File: config.mk
export PLATFORM = sky130hd
export DESIGN_NAME = sf_snp_issuer
export DESIGN_NICKNAME = d
export VERILOG_FILES = /design/src/rtl/sf_snp_issuer.sv
export SDC_FILE = /design/constraint.sdc
export NUM_CORES = 1
export LEC_CHECK = 0
export BUFFER_PORTS_ARGS = -buffer_cell sky130_fd_sc_hd__buf_2
export CAP_MARGIN = 20
export CORE_ASPECT_RATIO = 0.9
export CORE_UTILIZATION = 30
export CTS_CLUSTER_SIZE = 16
export DETAILED_ROUTE_END_ITERATION = 12
export SYNTH_ARGS = -nofsm -noshare
export SYNTH_HDL_FRONTEND = slang
export SYNTH_SLANG_ARGS = --single-unit
export TNS_END_PERCENT = 20
File: constraint.sdc
create_clock -name clock -period 3.5 [get_ports clock]
set_clock_uncertainty 0.05 [all_clocks]
set_input_delay 0.175 -clock clock [delete_from_list [all_inputs] [get_ports clock]]
set_output_delay 0.175 -clock clock [all_outputs]
set_load 0.05 [all_outputs]
File: src/rtl/sf_snp_issuer.sv
// HN-F snoop initiator: fans one SF-hit request out as serialised snoops to the sharing RN-Fs,
// gathers their responses and returns a single merged completion.
module sf_snp_issuer #(
   parameter int unsigned NUM_RN  = 4,
   parameter int unsigned ADDR_W  = 48,
   parameter int unsigned TXNID_W = 12,
   localparam int unsigned IDX_W  = (NUM_RN > 1) ? $clog2(NUM_RN) : 1
) (
   input  logic               clock,
   input  logic               reset,
   input  logic               req_valid,
   output logic               req_ready,
   input  logic [ADDR_W-1:0]  req_addr,
   input  logic               req_unique,
   input  logic [TXNID_W-1:0] req_txnid,
   input  logic [NUM_RN-1:0]  req_rnf_vec,
   input  logic [IDX_W-1:0]   req_src_idx,
   output logic               snp_valid,
   input  logic               snp_ready,
   output logic [IDX_W-1:0]   snp_tgt_idx,
   output logic [4:0]         snp_opcode,
   output logic [ADDR_W-1:0]  snp_addr,
   output logic [TXNID_W-1:0] snp_txnid,
   input  logic               rsp_valid,
   input  logic [IDX_W-1:0]   rsp_src_idx,
   input  logic               rsp_pass_dirty,
   input  logic               rsp_has_data,
   output logic               done_valid,
   input  logic               done_ready,
   output logic [TXNID_W-1:0] done_txnid,
   output logic               done_dirty,
   output logic               done_data,
   output logic [NUM_RN-1:0]  done_rnf_vec,
   output logic               err
);

   localparam int unsigned CNT_W = IDX_W + 1;
   localparam logic [4:0] SnpShared = 5'h01;
   localparam logic [4:0] SnpUnique = 5'h07;
   localparam logic [NUM_RN-1:0] OneLsb = {{(NUM_RN-1){1'b0}}, 1'b1};

   typedef enum logic [1:0] {StIdle, StIssue, StWait, StDone} state_e;

   state_e               state_q;
   logic [ADDR_W-1:0]    addr_q;
   logic [TXNID_W-1:0]   txnid_q;
   logic [4:0]           opcode_q;
   logic [NUM_RN-1:0]    pending_q;
   logic [NUM_RN-1:0]    sent_q;
   logic [NUM_RN-1:0]    resp_q;
   logic [NUM_RN-1:0]    done_vec_q;
   logic [CNT_W-1:0]     outstanding_q;
   logic                 dirty_q;
   logic                 data_q;
   logic                 err_q;

   logic [IDX_W-1:0]     tgt_idx;
   logic [NUM_RN-1:0]    tgt_oh;
   logic [NUM_RN-1:0]    req_oh;
   logic [NUM_RN-1:0]    rsp_oh;
   logic [NUM_RN-1:0]    req_target;
   logic [NUM_RN-1:0]    pending_d;
   logic [CNT_W-1:0]     outstanding_d;
   logic                 snp_hs;
   logic                 rsp_counted;

   // Lowest-index pending RN-F is always the one offered on the snoop channel.
   always_comb begin
      tgt_idx = '0;
      for (int i = int'(NUM_RN) - 1; i >= 0; i--) begin
         if (pending_q[i]) tgt_idx = IDX_W'(i);
      end
   end

   always_comb begin
      tgt_oh        = OneLsb << tgt_idx;
      req_oh        = OneLsb << req_src_idx;
      rsp_oh        = OneLsb << rsp_src_idx;
      req_target    = req_rnf_vec & ~req_oh;
      snp_hs        = (state_q == StIssue) && snp_ready;
      rsp_counted   = rsp_valid && (32'(rsp_src_idx) < NUM_RN) &&
                      sent_q[rsp_src_idx] && !resp_q[rsp_src_idx];
      pending_d     = snp_hs ? (pending_q & ~tgt_oh) : pending_q;
      outstanding_d = outstanding_q + CNT_W'(snp_hs) - CNT_W'(rsp_counted);
   end

   always_ff @(posedge clock or negedge reset) begin
      if (!reset) begin
         state_q       <= StIdle;
         addr_q        <= '0;
         txnid_q       <= '0;
         opcode_q      <= '0;
         pending_q     <= '0;
         sent_q        <= '0;
         resp_q        <= '0;
         done_vec_q    <= '0;
         outstanding_q <= '0;
         dirty_q       <= 1'b0;
         data_q        <= 1'b0;
         err_q         <= 1'b0;
      end else begin
         // Anything not matching an unanswered sent snoop is dropped and flagged.
         if (rsp_valid && !rsp_counted) err_q <= 1'b1;
         if (rsp_counted) begin
            resp_q  <= resp_q | rsp_oh;
            dirty_q <= dirty_q | rsp_pass_dirty;
            data_q  <= data_q | rsp_has_data;
         end
         outstanding_q <= outstanding_d;

         unique case (state_q)
            StIdle: begin
               if (req_valid) begin
                  addr_q        <= req_addr;
                  txnid_q       <= req_txnid;
                  opcode_q      <= req_unique ? SnpUnique : SnpShared;
                  pending_q     <= req_target;
                  sent_q        <= '0;
                  resp_q        <= '0;
                  outstanding_q <= '0;
                  dirty_q       <= 1'b0;
                  data_q        <= 1'b0;
                  done_vec_q    <= req_unique ? req_oh : (req_rnf_vec | req_oh);
                  state_q       <= (req_target != '0) ? StIssue : StDone;
               end
            end
            StIssue: begin
               if (snp_hs) begin
                  pending_q <= pending_d;
                  sent_q    <= sent_q | tgt_oh;
               end
               if (pending_d == '0) begin
                  state_q <= (outstanding_d == '0) ? StDone : StWait;
               end
            end
            StWait: begin
               if (outstanding_d == '0) state_q <= StDone;
            end
            StDone: begin
               if (done_ready) begin
                  sent_q  <= '0;
                  resp_q  <= '0;
                  state_q <= StIdle;
               end
            end
            default: state_q <= StIdle;
         endcase
      end
   end

   assign req_ready    = (state_q == StIdle);
   assign snp_valid    = (state_q == StIssue);
   assign snp_tgt_idx  = tgt_idx;
   assign snp_opcode   = opcode_q;
   assign snp_addr     = addr_q;
   assign snp_txnid    = txnid_q;
   assign done_valid   = (state_q == StDone);
   assign done_txnid   = txnid_q;
   assign done_dirty   = dirty_q;
   assign done_data    = data_q;
   assign done_rnf_vec = done_vec_q;
   assign err          = err_q;

endmodule

==> After elaboration in Yosys (flattened, before gate mapping) <==
Index checks and enable logic that the tools add are counted.
Widths: inputs -> output; s select.
{ "classes": {"n_mux": 37, "bitwise": 9, "n_eq_ne": 8, "n_lt_le_gt_ge": 1, "n_addsub": 2, "n_reduce_logical": 16, "shift": 3} }
{ "op_table": {"columns": ["cell", "count"], "rows": [
  ["$mux 4", 10],
  ["$mux 2", 9],
  ["$pmux 4 s2", 2],
  ["$or 4x4->4", 3],
  ["$pmux 4 s3", 1],
  ["$shl 1x2->4 const A", 3],
  ["$mux 1", 9],
  ["$mux 3", 3],
  ["$and 4x4->4", 2],
  ["$not 4->4", 2],
  ["$pmux 2 s4", 1],
  ["$reduce_and 4->1", 2],
  ["$ne 2x1->1 const B", 3],
  ["$bmux 1 s2", 2],
  ["$eq 2x2->1 const B", 2],
  ["$logic_and 1x1->1", 4],
  ["$logic_not 4->1", 1],
  ["$ne 2x2->1 const B", 2],
  ["$reduce_bool 4->1", 1],
  ["$add 3x1->3", 1],
  ["$logic_not 3->1", 1],
  ["$lt 2x3->1 const B", 1],
  ["$reduce_and 3->1", 1],
  ["$reduce_bool 3->1", 1],
  ["7 further kinds", 9]
]} }
{ "word_totals": {"out_inout_bits": 89, "regBits": 89, "input_bits": 77, "wordCells": 88} }

==> Logic depth before layout (Yosys ltp) <==
Gate-level depths: netlist of the first run.
{ "depth": {"depth_word": 11, "depth_mapped": 13} }

==> Least setup slack after synthesis of the first run <==
OpenSTA, ideal clock, no wires.
{ "synth_timing": {"path_type": "register to register", "startpoint": "register state_q[1]", "endpoint": "register state_q[0]", "synth_period_minus_slack_ns": 3.372, "path_stages_with_launch": 14, "required_ns": 3.326, "path_slack_ns": 0.128, "arrival_ns": 3.198, "cell_sequence": "dfrtp_1 inv_1 ha_1 clkbuf_1 nand2_1 ha_1 inv_1 ha_1 fa_1 xor3_2 a21boi_0 a211oi_2 and4b_1 a21oi_1"} }
{ "synth_via": {"elab_chain_len": 8, "word_cells_on_any_way": 18, "cone_classes": "2 x add/sub; 7 x eq/ne; 4 x mux; 5 x reduce/logical"} }
{ "synth_rtl": {"columns": ["element", "line_no", "text"], "rows": [
  ["from (decl)", "44", "state_e state_q;"],
  ["from (signal assigned)", "89", "state_q <= StIdle;"],
  ["from (signal assigned)", "124", "state_q <= (req_target != '0) ? StIssue : StDone;"],
  ["from (signal assigned)", "133", "state_q <= (outstanding_d == '0) ? StDone : StWait;"],
  ["$eq 2x1->1 *", null, null],
  ["via snp_valid", "18", "output logic snp_valid,"],
  ["$logic_and 1x1->1", "80", "snp_hs = (state_q == StIssue) && snp_ready;"],
  ["$add 3x1->3", "84", "outstanding_d = outstanding_q + CNT_W'(snp_hs) - CNT_W'(rsp_counted);"],
  ["$sub 3x1->3", "84", null],
  ["$logic_not 3->1", "133, 137", null],
  ["$mux 1", "133", null],
  ["$mux 2", "132", "if (pending_d == '0) begin"],
  ["$pmux 2 s4", "111", "unique case (state_q)"]
]} }
Mark *: on every way through the listed nets, which the timed path passes. The rest lies on a longest branch. The select of a mux whose other input is x is not followed.
A chain may end at the register's enable or synchronous reset.

==> Final worst setup path of the first run <==
{ "layout_timing": {"startpoint": "register state_q[1]", "endpoint": "register state_q[0]"} }
{ "layout_via": {"elab_chain_len": 8, "word_cells_on_any_way": 18, "cone_classes": "2 x add/sub; 7 x eq/ne; 4 x mux; 5 x reduce/logical"} }
{ "layout_rtl": {"columns": ["element", "line_no"], "rows": [
  ["$eq 2x1->1", "80, 111"],
  ["$logic_and 1x1->1", "80"],
  ["$add 3x1->3", "84"],
  ["$sub 3x1->3", "84"],
  ["$logic_not 3->1", "133, 137"],
  ["$mux 1", "133"],
  ["$mux 2", "132"],
  ["$pmux 2 s4", "111"]
]} }
Parallel ways exist; a longest one is shown, timed or not. The select of a mux whose other input is x is not followed.

==> flow_summary_export.csv, run 1 <==
group,metric,value,unit
outcome,status,"finished, final reports clean",
routing,dr_total_vias,3489,
finish,fillCellCount,1180,
finish,fin_nets,714,
routing,drt_iter0_markers,148,
routing,drt_wl_total,10.13,mm
power_and_ir_drop,power_density,1083,mW/mm^2
yosys,synth_top_area_cell,"dfrtp_1",
setup_path,worstPathArrival,3.30,ns
flow_run,cap_viol_max_count,0,
routing,detail_route.wl_per_cell,12.76,um
routing,via_per_inst,4.394,
clocking,postCtsSetupRepairBufs,0,
sta,rsz0062_at_grt,"no",
sta,finalSetupViolCount,0,
sta,fin_tns_setup,0,ns
placed_design,place.gp.congestion,0.8059,
clocking,cts.sinks,86,
sta,hold_ws,0.03569,ns
routing,ant_nets,0,
floorplan,initial_core_util,30.99,%
placed_design,portBuffers,163,
yosys,syn_inst,421,
global_routing,grtUsageTotal,16.42,%
clocking,clk-insertion-delay-late,0.34,ns
yosys,ys_top_cells_by_area,"dfrtp_1 57%, nand2_1 19%, buf_4 3.0%",
global_routing,grt_max_degree,66,
clocking,cts_buffers,9,
placed_design,hpwlAfterDp,6.707,mm
yosys,synth.distinct_cells,40,
placed_design,place_inst,717,
yosys,yosysSeqAreaShare,57.05,%
yosys,async_reset_ff_share,100.0,%
routing,drc_errors,0,
sta,layout_worst_path_cycle_share,89.60,%
yosys,syn_avg_cell_area,8.960,sq um
placed_design,place_area,0.004644,sq mm
sta,report.final.hold_viol_count,0,
finish,drive_gt1_share,29.81,%
yosys,synth_top_area_share,57.05,%
clocking,cts.clk_slew.worst_paths,0.06,ns
finish,fin_area,0.005557,sq mm
yosys,ys_ff_latch,86,
clocking,clockBufferDepth,2,
placed_design,place_ws,0.3612,ns
global_routing,overflow,0,
floorplan,die_x,120.2,um
setup_path,start_kind,"flip-flop",
clocking,cts_resized,0,
floorplan,core_area,0.01217,sq mm
sta,min_period,3.136,ns
yosys,synth_edf_count,0,
clocking,hold_buffers,61,
global_routing,grt_pass1_wl,16.59,mm
setup_path,critPathMaxFanout,12,
setup_path,cp.required,3.67,ns
yosys,syn_area,0.003772,sq mm
clocking,htreeDepth,3,
sta,slew_viol_final,0,
sta,relSlewSlack,45.28,%
yosys,synth_common_cells,"193 x nand2_1, 86 x dfrtp_1, 22 x nor2_1",
setup_path,cp-end-kind,"flip-flop",
floorplan,rows,38,
yosys,synth-main-ff-cell,"dfrtp_1",
setup_path,path_class,"reg2reg",
sta,setup_slack,0.3642,ns
finish,finalNonFillerCells,794,
power_and_ir_drop,cellLeakagePower,3.055,nW
yosys,post-synth-top-count-cell,"nand2_1",
floorplan,die-area,0.01303,sq mm
yosys,yosysWarnings,0,
power_and_ir_drop,peakVddDrop,0.5204,mV
sta,fmax,318.9,MHz
min_path,min_path_type,"in2reg",
sta,tightest_slew,0.8208,ns
finish,diodes,0,
routing,dr.pass1.iters,5,
floorplan,fp.dieH,108.4,um
clocking,tritoncts,"built",
power_and_ir_drop,power,6.015,mW
global_routing,grt_pass1_vias,3460,
finish,area_growth_syn_to_layout,47.30,%
clocking,root_buffer,"clkbuf_16",
global_routing,grt_antenna_before_repair,0,
floorplan,io_pins,166,
finish,postLayoutCoreUtil,45.65,%
==> state kept, by name, indices dropped and copies added, names as in the netlist, 2 cells and up <==
| signal | flops |
|---|---|
| done_txnid | 12 |
| outstanding_q | 3 |
| snp_opcode | 2 |
| resp_q | 4 |
| sent_q | 4 |
| pending_q | 4 |
| done_rnf_vec | 4 |
| state_q | 2 |
| snp_addr | 48 |
==> final cells by class <==
| type | count | area [sq um] | share of cell area (%) |
|---|---|---|---|
| clock inverters | 4 | 45.04 | 0.8106 |
| multi-input cells | 289 | 1388 | 24.97 |
| flip-flops and latches | 86 | 2152 | 38.73 |
| well taps | 160 | 200.2 | 3.603 |
| clock buffers | 12 | 256.5 | 4.616 |
| repair buffers | 228 | 1459 | 26.26 |
| inverters | 15 | 56.30 | 1.013 |
==> cell families after synthesis <==
logic type | after synthesis | synth area share (%)
simple gates | 233 | 24.64
flops | 86 | 57.05
buf+inv | 47 | 6.368
compound gates | 43 | 7.795
fa+ha+maj | 9 | 3.118
other cells | 1 | 0.09941
xor+xnor | 1 | 0.6632
mux | 1 | 0.2654
==> placed cells by master, fill, tap and decap left out, drive strengths merged, types with 5 or more instances in the layout <==
cell	netlist	layout
buf	18	167
nand2	193	193
a21oi	7	7
dlygate4sd3	0	61
inv	15	15
ha	7	7
o21ai	10	10
a31oi	8	8
nand2b	5	5
nor2	22	22
clkbuf	14	12
dfrtp	86	86
==> critical path, cell delays in order, from the launching register on <==
cell and delay [ns]:
dfrtp_1 0.43, inv_1 0.12, ha_1 0.38, nand2_1 0.10, ha_1 0.28, inv_1 0.04
ha_1 0.18, fa_1 0.36, xor3_2 0.42, a21boi_0 0.10, a211oi_2 0.28, and4b_1 0.23
a21oi_1 0.05
==> power by group <==
part | switching (mW) | leakage, nW | total [mW] | internal [mW]
registers | 0.277 | 1.07 | 1.72 | 1.44
clock network | 0.375 | 0.152 | 0.963 | 0.588
logic | 2.52 | 1.83 | 3.34 | 0.812
==> worst paths after layout <==
kind	from	endpoint	cells after the start	slack (ns)
worst min register to register	snp_addr[18]$_DFFE_PN0P_	snp_addr[18]$_DFFE_PN0P_	2	0.42
min in group asynchronous	reset	snp_addr[44]$_DFFE_PN0P_	2	0.42
worst max register to register	state_q[1]$_DFFE_PN0P_	state_q[0]$_DFFE_PN0P_	12	0.36
max in group asynchronous	reset	done_rnf_vec[0]$_DFFE_PN0P_	3	2.11
worst max-delay path	state_q[1]$_DFFE_PN0P_	state_q[0]$_DFFE_PN0P_	12	0.36
worst min-delay path	rsp_has_data	done_data$_DFF_PN0_	3	0.04
==> routing by layer <==
layer  GRT usage, %  part of all wire [%]  vias up
met5              0                     0        -
met1          19.33                    43     1620
met3          4.536                   5.2       12
met4          7.411                   1.8        0
met2          27.96                    50      122
li1               -                     -     1735
Power figures use the tool's default switching activity.
==> run 2, diff against run 1 <==
--- a/config.mk
+++ b/config.mk
@@ -16,2 +16,2 @@
 export SYNTH_SLANG_ARGS = --single-unit
-export TNS_END_PERCENT = 20
+export TNS_END_PERCENT = 100
--- a/constraint.sdc
+++ b/constraint.sdc
@@ -4,2 +4,2 @@
 set_output_delay 0.175 -clock clock [all_outputs]
-set_load 0.05 [all_outputs]
+set_load 0.1 [all_outputs]
==> flow_summary_export.csv, run 2 (synthesized netlist as in run 1, its figures left out) <==
group,metric,value,unit
setup_path,path_class,"reg2reg",
clocking,cts.sinks,86,
sta,fin_tns_setup,0,ns
routing,detail_route.wl_per_cell,13.11,um
finish,finalNonFillerCells,791,
placed_design,hpwlAfterDp,6.732,mm
finish,area_growth_syn_to_layout,46.73,%
sta,min_period,3.140,ns
routing,ant_nets,0,
clocking,postCtsSetupRepairBufs,0,
sta,rsz0062_at_grt,"no",
clocking,htreeDepth,3,
sta,layout_worst_path_cycle_share,89.72,%
finish,drive_gt1_share,29.64,%
finish,final_common_cell,"nand2_1",
finish,diodes,0,
clocking,tritoncts,"built",
setup_path,critical_path.max_stage_delay,0.43,ns
clocking,cts.clk_slew.worst_paths,0.06,ns
finish,largest_reg_flops,48,
sta,finalSetupViolCount,0,
routing,dr.pass1.iters,4,
floorplan,rows,38,
global_routing,grt_antenna_before_repair,0,
placed_design,place_inst,717,
floorplan,die_x,120.2,um
clocking,clk-insertion-delay-late,0.34,ns
sta,setup_slack,0.3597,ns
floorplan,core_area,0.01217,sq mm
sta,relSlewSlack,38.06,%
global_routing,grtUsageTotal,16.63,%
routing,drc_errors,0,
min_path,min_path_type,"in2reg",
placed_design,place_ws,0.3874,ns
floorplan,fp.dieH,108.4,um
floorplan,die-area,0.01303,sq mm
clocking,cts_buffers,9,
outcome,status,"finished, final reports clean",
setup_path,start_kind,"flip-flop",
clocking,root_buffer,"clkbuf_16",
global_routing,overflow,0,
global_routing,grt_pass1_vias,3507,
routing,drt_iter0_markers,145,
placed_design,portBuffers,163,
global_routing,grt_pass1_wl,16.84,mm
flow_run,cap_viol_max_count,0,
routing,drt_wl_total,10.37,mm
setup_path,cp_cell_sequence,"inv_1, ha_2, nand2_1, ha_1, inv_1, ha_1, fa_1, xor3_2, a21boi_0, a211oi_2, and4b_1, a21oi_1",
setup_path,slowest_stage,"dfrtp_1",
routing,dr_total_vias,3549,
floorplan,io_pins,166,
sta,report.final.hold_viol_count,0,
finish,fin_nets,714,
setup_path,cp-end-kind,"flip-flop",
placed_design,place.gp.congestion,0.8351,
routing,via_per_inst,4.487,
finish,final_cell_mix,"192 x nand2_1, 162 x buf_2, 86 x dfrtp_1",
setup_path,critPathMaxFanout,12,
clocking,clockBufferDepth,2,
setup_path,worstPathArrival,3.31,ns
floorplan,initial_core_util,30.99,%
global_routing,grt_max_degree,74,
setup_path,cp.required,3.67,ns
sta,tightest_slew,0.9291,ns
sta,fmax,318.4,MHz
sta,slew_viol_final,0,
-- run 2: cell count changes in the layout (fill, tap and decap cells not counted), sizes merged --
| cell | change |
|---|---|
| clkbuf | -1 |
| clkinv | -2 |
-- run 2: area by class of cell --
cell class	count	area [sq um]
fill	1169	6636
sequential	86	2152
timing repair buffer	228	1459
clock buffer	11	242.7
clock inverter	2	35.03
inverter	15	56.30
multi-input combinational	289	1390
tap	160	200.2
-- run 2: per-stage QoR --
stage	hold slack [ns]	area [sq um]	utilization (%)
final	0.02909	5535	45.48
after global routing	0.03889	5535	45.48
after CTS	0.01302	5535	45.48
after floorplan	-0.1706	3779	-
after global placement	0.3131	4647	38.18
after detailed placement	0.3187	4647	38.18
-- run 2: layer usage --
layer / GRT usage, % / vias up / routed length (um)
met5: 0 / - / 0
li1: - / 1726 / -
met2: 28.24 / 134 / 5216
met4: 5.804 / 0 / 179
met1: 19.61 / 1675 / 4349
met3: 5.643 / 14 / 628
-- run 2: critical path, delay by kind of cell, from the launching register on --
family / cells / cell delay [ns]
adder cells (fa/ha/maj): 4 / 1.15
AO/OA/AOI/OAI: 3 / 0.46
flip-flops: 1 / 0.43
XOR/XNOR: 1 / 0.42
AND/OR/NAND/NOR: 2 / 0.34
buffers and inverters: 2 / 0.17
-- run 2: final timing paths --
kind	from	end	slack (ns)	depth (start not counted)
worst max-delay path	state_q[1]$_DFFE_PN0P_	state_q[0]$_DFFE_PN0P_	0.36	12
worst min-delay path	rsp_pass_dirty	done_dirty$_DFF_PN0_	0.03	3
worst max register to register	state_q[1]$_DFFE_PN0P_	state_q[0]$_DFFE_PN0P_	0.36	12
worst min register to register	snp_opcode[0]$_DFFE_PN0P_	snp_opcode[0]$_DFFE_PN0P_	0.41	1
max in group asynchronous	reset	done_txnid[5]$_DFFE_PN0P_	2.17	3
min in group asynchronous	reset	snp_addr[43]$_DFFE_PN0P_	0.48	2
-- run 2: timing repair --
action / 4_1_cts / 5_1_grt
hold buffers: 61 / 0
endpoints found under the hold margin: 132 / 0
resized for setup: 0 / 0
Power of run 2 is left out: the tool's default activity adds up to more than one toggle a clock period on the data nets, which glitch-free logic cannot reach.
==> run 3, diff against run 2 <==
Settings changed: CORE_UTILIZATION 30 to 47, PLACE_DENSITY from default to 0.79, SKIP_CTS_REPAIR_TIMING from default to 1.
==> flow_summary_export.csv, run 3 (synthesized netlist as in run 1, its figures left out) <==
group,metric,value,unit
global_routing,grt_pass1_vias,3183,
sta,rsz0062_at_grt,"no",
routing,drt_wl_total,10.79,mm
clocking,clk-insertion-delay-late,0.34,ns
clocking,cts.clk_slew.worst_paths,0.09,ns
setup_path,start_kind,"flip-flop",
routing,ant_nets,0,
clocking,cts_buffers,9,
sta,fmax,321.6,MHz
clocking,root_buffer,"clkbuf_8",
finish,postLayoutCoreUtil,70.07,%
sta,slew_viol_final,0,
global_routing,overflow,0,
global_routing,grt_max_degree,87,
finish,fin_nets,712,
clocking,htreeDepth,3,
routing,dr.pass1.iters,4,
routing,drc_errors,0,
setup_path,cp_cell_sequence,"inv_1, ha_2, nand2_1, ha_1, inv_1, ha_1, fa_1, xor3_2, a21boi_0, a211oi_2, and4b_1, a21oi_1",
floorplan,die-area,0.008389,sq mm
sta,tightest_slew,0.7837,ns
placed_design,hpwlAfterDp,6.406,mm
global_routing,grt_antenna_before_repair,0,
finish,fillCellCount,582,
finish,final_common_cell,"nand2_1",
setup_path,cp-end-kind,"flip-flop",
placed_design,portBuffers,163,
finish,drive_gt1_share,30.06,%
sta,fin_tns_setup,0,ns
global_routing,grt_pass1_wl,14.23,mm
floorplan,initial_core_util,49.26,%
floorplan,rows,30,
clocking,clockBufferDepth,2,
sta,relSlewSlack,47.57,%
setup_path,worstPathArrival,3.29,ns
floorplan,io_pins,166,
finish,final_cell_mix,"192 x nand2_1, 162 x buf_2, 86 x dfrtp_1",
setup_path,critPathMaxFanout,12,
floorplan,die_x,96.44,um
sta,hold_ws,-0.01458,ns
sta,report.final.hold_viol_count,1,
outcome,violations,"hold timing",
setup_path,critical_path.max_stage_delay,0.44,ns
sta,min_period,3.109,ns
setup_path,worst-path-buf-inv,2,
outcome,status,"finished with violations",
floorplan,core_area,0.007657,sq mm
setup_path,path_class,"reg2reg",
setup_path,cp.required,3.68,ns
clocking,cts.sinks,86,
routing,detail_route.wl_per_cell,14.82,um
flow_run,cap_viol_max_count,0,
floorplan,fp.dieH,86.99,um
setup_path,cpLargestDelayFamily,"adder cells",
min_path,min_path_type,"in2reg",
routing,drt_iter0_markers,166,
placed_design,place.gp.congestion,0.8206,
finish,diodes,0,
sta,finalSetupViolCount,0,
routing,dr_total_vias,3642,
routing,via_per_inst,5.003,
finish,area_growth_syn_to_layout,42.22,%
clocking,tritoncts,"built",
sta,layout_worst_path_cycle_share,88.84,%
setup_path,slowest_stage,"xor3_2",
global_routing,grtUsageTotal,22.08,%
finish,largest_reg_flops,48,
[run 3: cell types whose count changed in the layout (fill, tap and decap cells not counted), sizes merged]
cell / change
buf: -1
dlygate4sd3: -1
bufinv: -1
clkinvlp: +1
clkbuf: -2
inv: +5
[run 3: metal layers]
metal  routed length [um]  part of all wire [%]  global-route usage [%]  vias to the layer above
li1                     -                     -                       -                     1728
met1                 4140                    38                   26.03                     1724
met2                 5762                    53                   39.14                      160
met3                  596                   5.5                   5.846                       30
met4                  287                   2.7                   6.952                        0
met5                    0                     0                       0                        -
[run 3: path summary, 6_finish.rpt]
| path | start | end | slack [ns] | cells after the start |
|---|---|---|---|---|
| worst max register to register | state_q[1]$_DFFE_PN0P_ | state_q[0]$_DFFE_PN0P_ | 0.39 | 12 |
| worst min-delay path | req_addr[14] | snp_addr[14]$_DFFE_PN0P_ | -0.01 | 3 |
| min in group asynchronous | reset | done_txnid[6]$_DFFE_PN0P_ | 0.21 | 2 |
| worst min register to register | err$_DFFE_PN0P_ | err$_DFFE_PN0P_ | 0.42 | 1 |
| worst max-delay path | state_q[1]$_DFFE_PN0P_ | state_q[0]$_DFFE_PN0P_ | 0.39 | 12 |
| max in group asynchronous | reset | done_dirty$_DFF_PN0_ | 2.59 | 3 |
[run 3: final cells by class]
type | count | area (sq um) | area share [%]
inverters | 15 | 56.30 | 1.049
well taps | 96 | 120.1 | 2.239
clock inverters | 7 | 61.31 | 1.143
clock buffers | 9 | 123.9 | 2.309
repair buffers | 226 | 1461 | 27.24
multi-input cells | 289 | 1390 | 25.91
flip-flops and latches | 86 | 2152 | 40.11
[run 3: stage by stage]
| step | hold WS (ns) | cells | worst slack (ns) | cell area, sq um |
|---|---|---|---|---|
| global route | 0.01121 | 728 | 0.2051 | 5365 |
| floorplan | -0.1706 | 422 | 0.07807 | 3779 |
| CTS | -0.06590 | 667 | 0.3800 | 4737 |
| finish | -0.01458 | 728 | 0.3905 | 5365 |
| detailed placement | 0.3163 | 651 | 0.3898 | 4552 |
| global placement | 0.3134 | 651 | 0.5551 | 4552 |
[run 3: worst register-to-register path, stage by stage, from the launching register on]
cell and delay (ns):
dfrtp_1 0.43, inv_1 0.11, ha_2 0.31, nand2_1 0.09, ha_1 0.27, inv_1 0.04
ha_1 0.19, fa_1 0.37, xor3_2 0.44, a21boi_0 0.10, a211oi_2 0.32, and4b_1 0.24
a21oi_1 0.04
Power of run 3 is left out for the same reason.
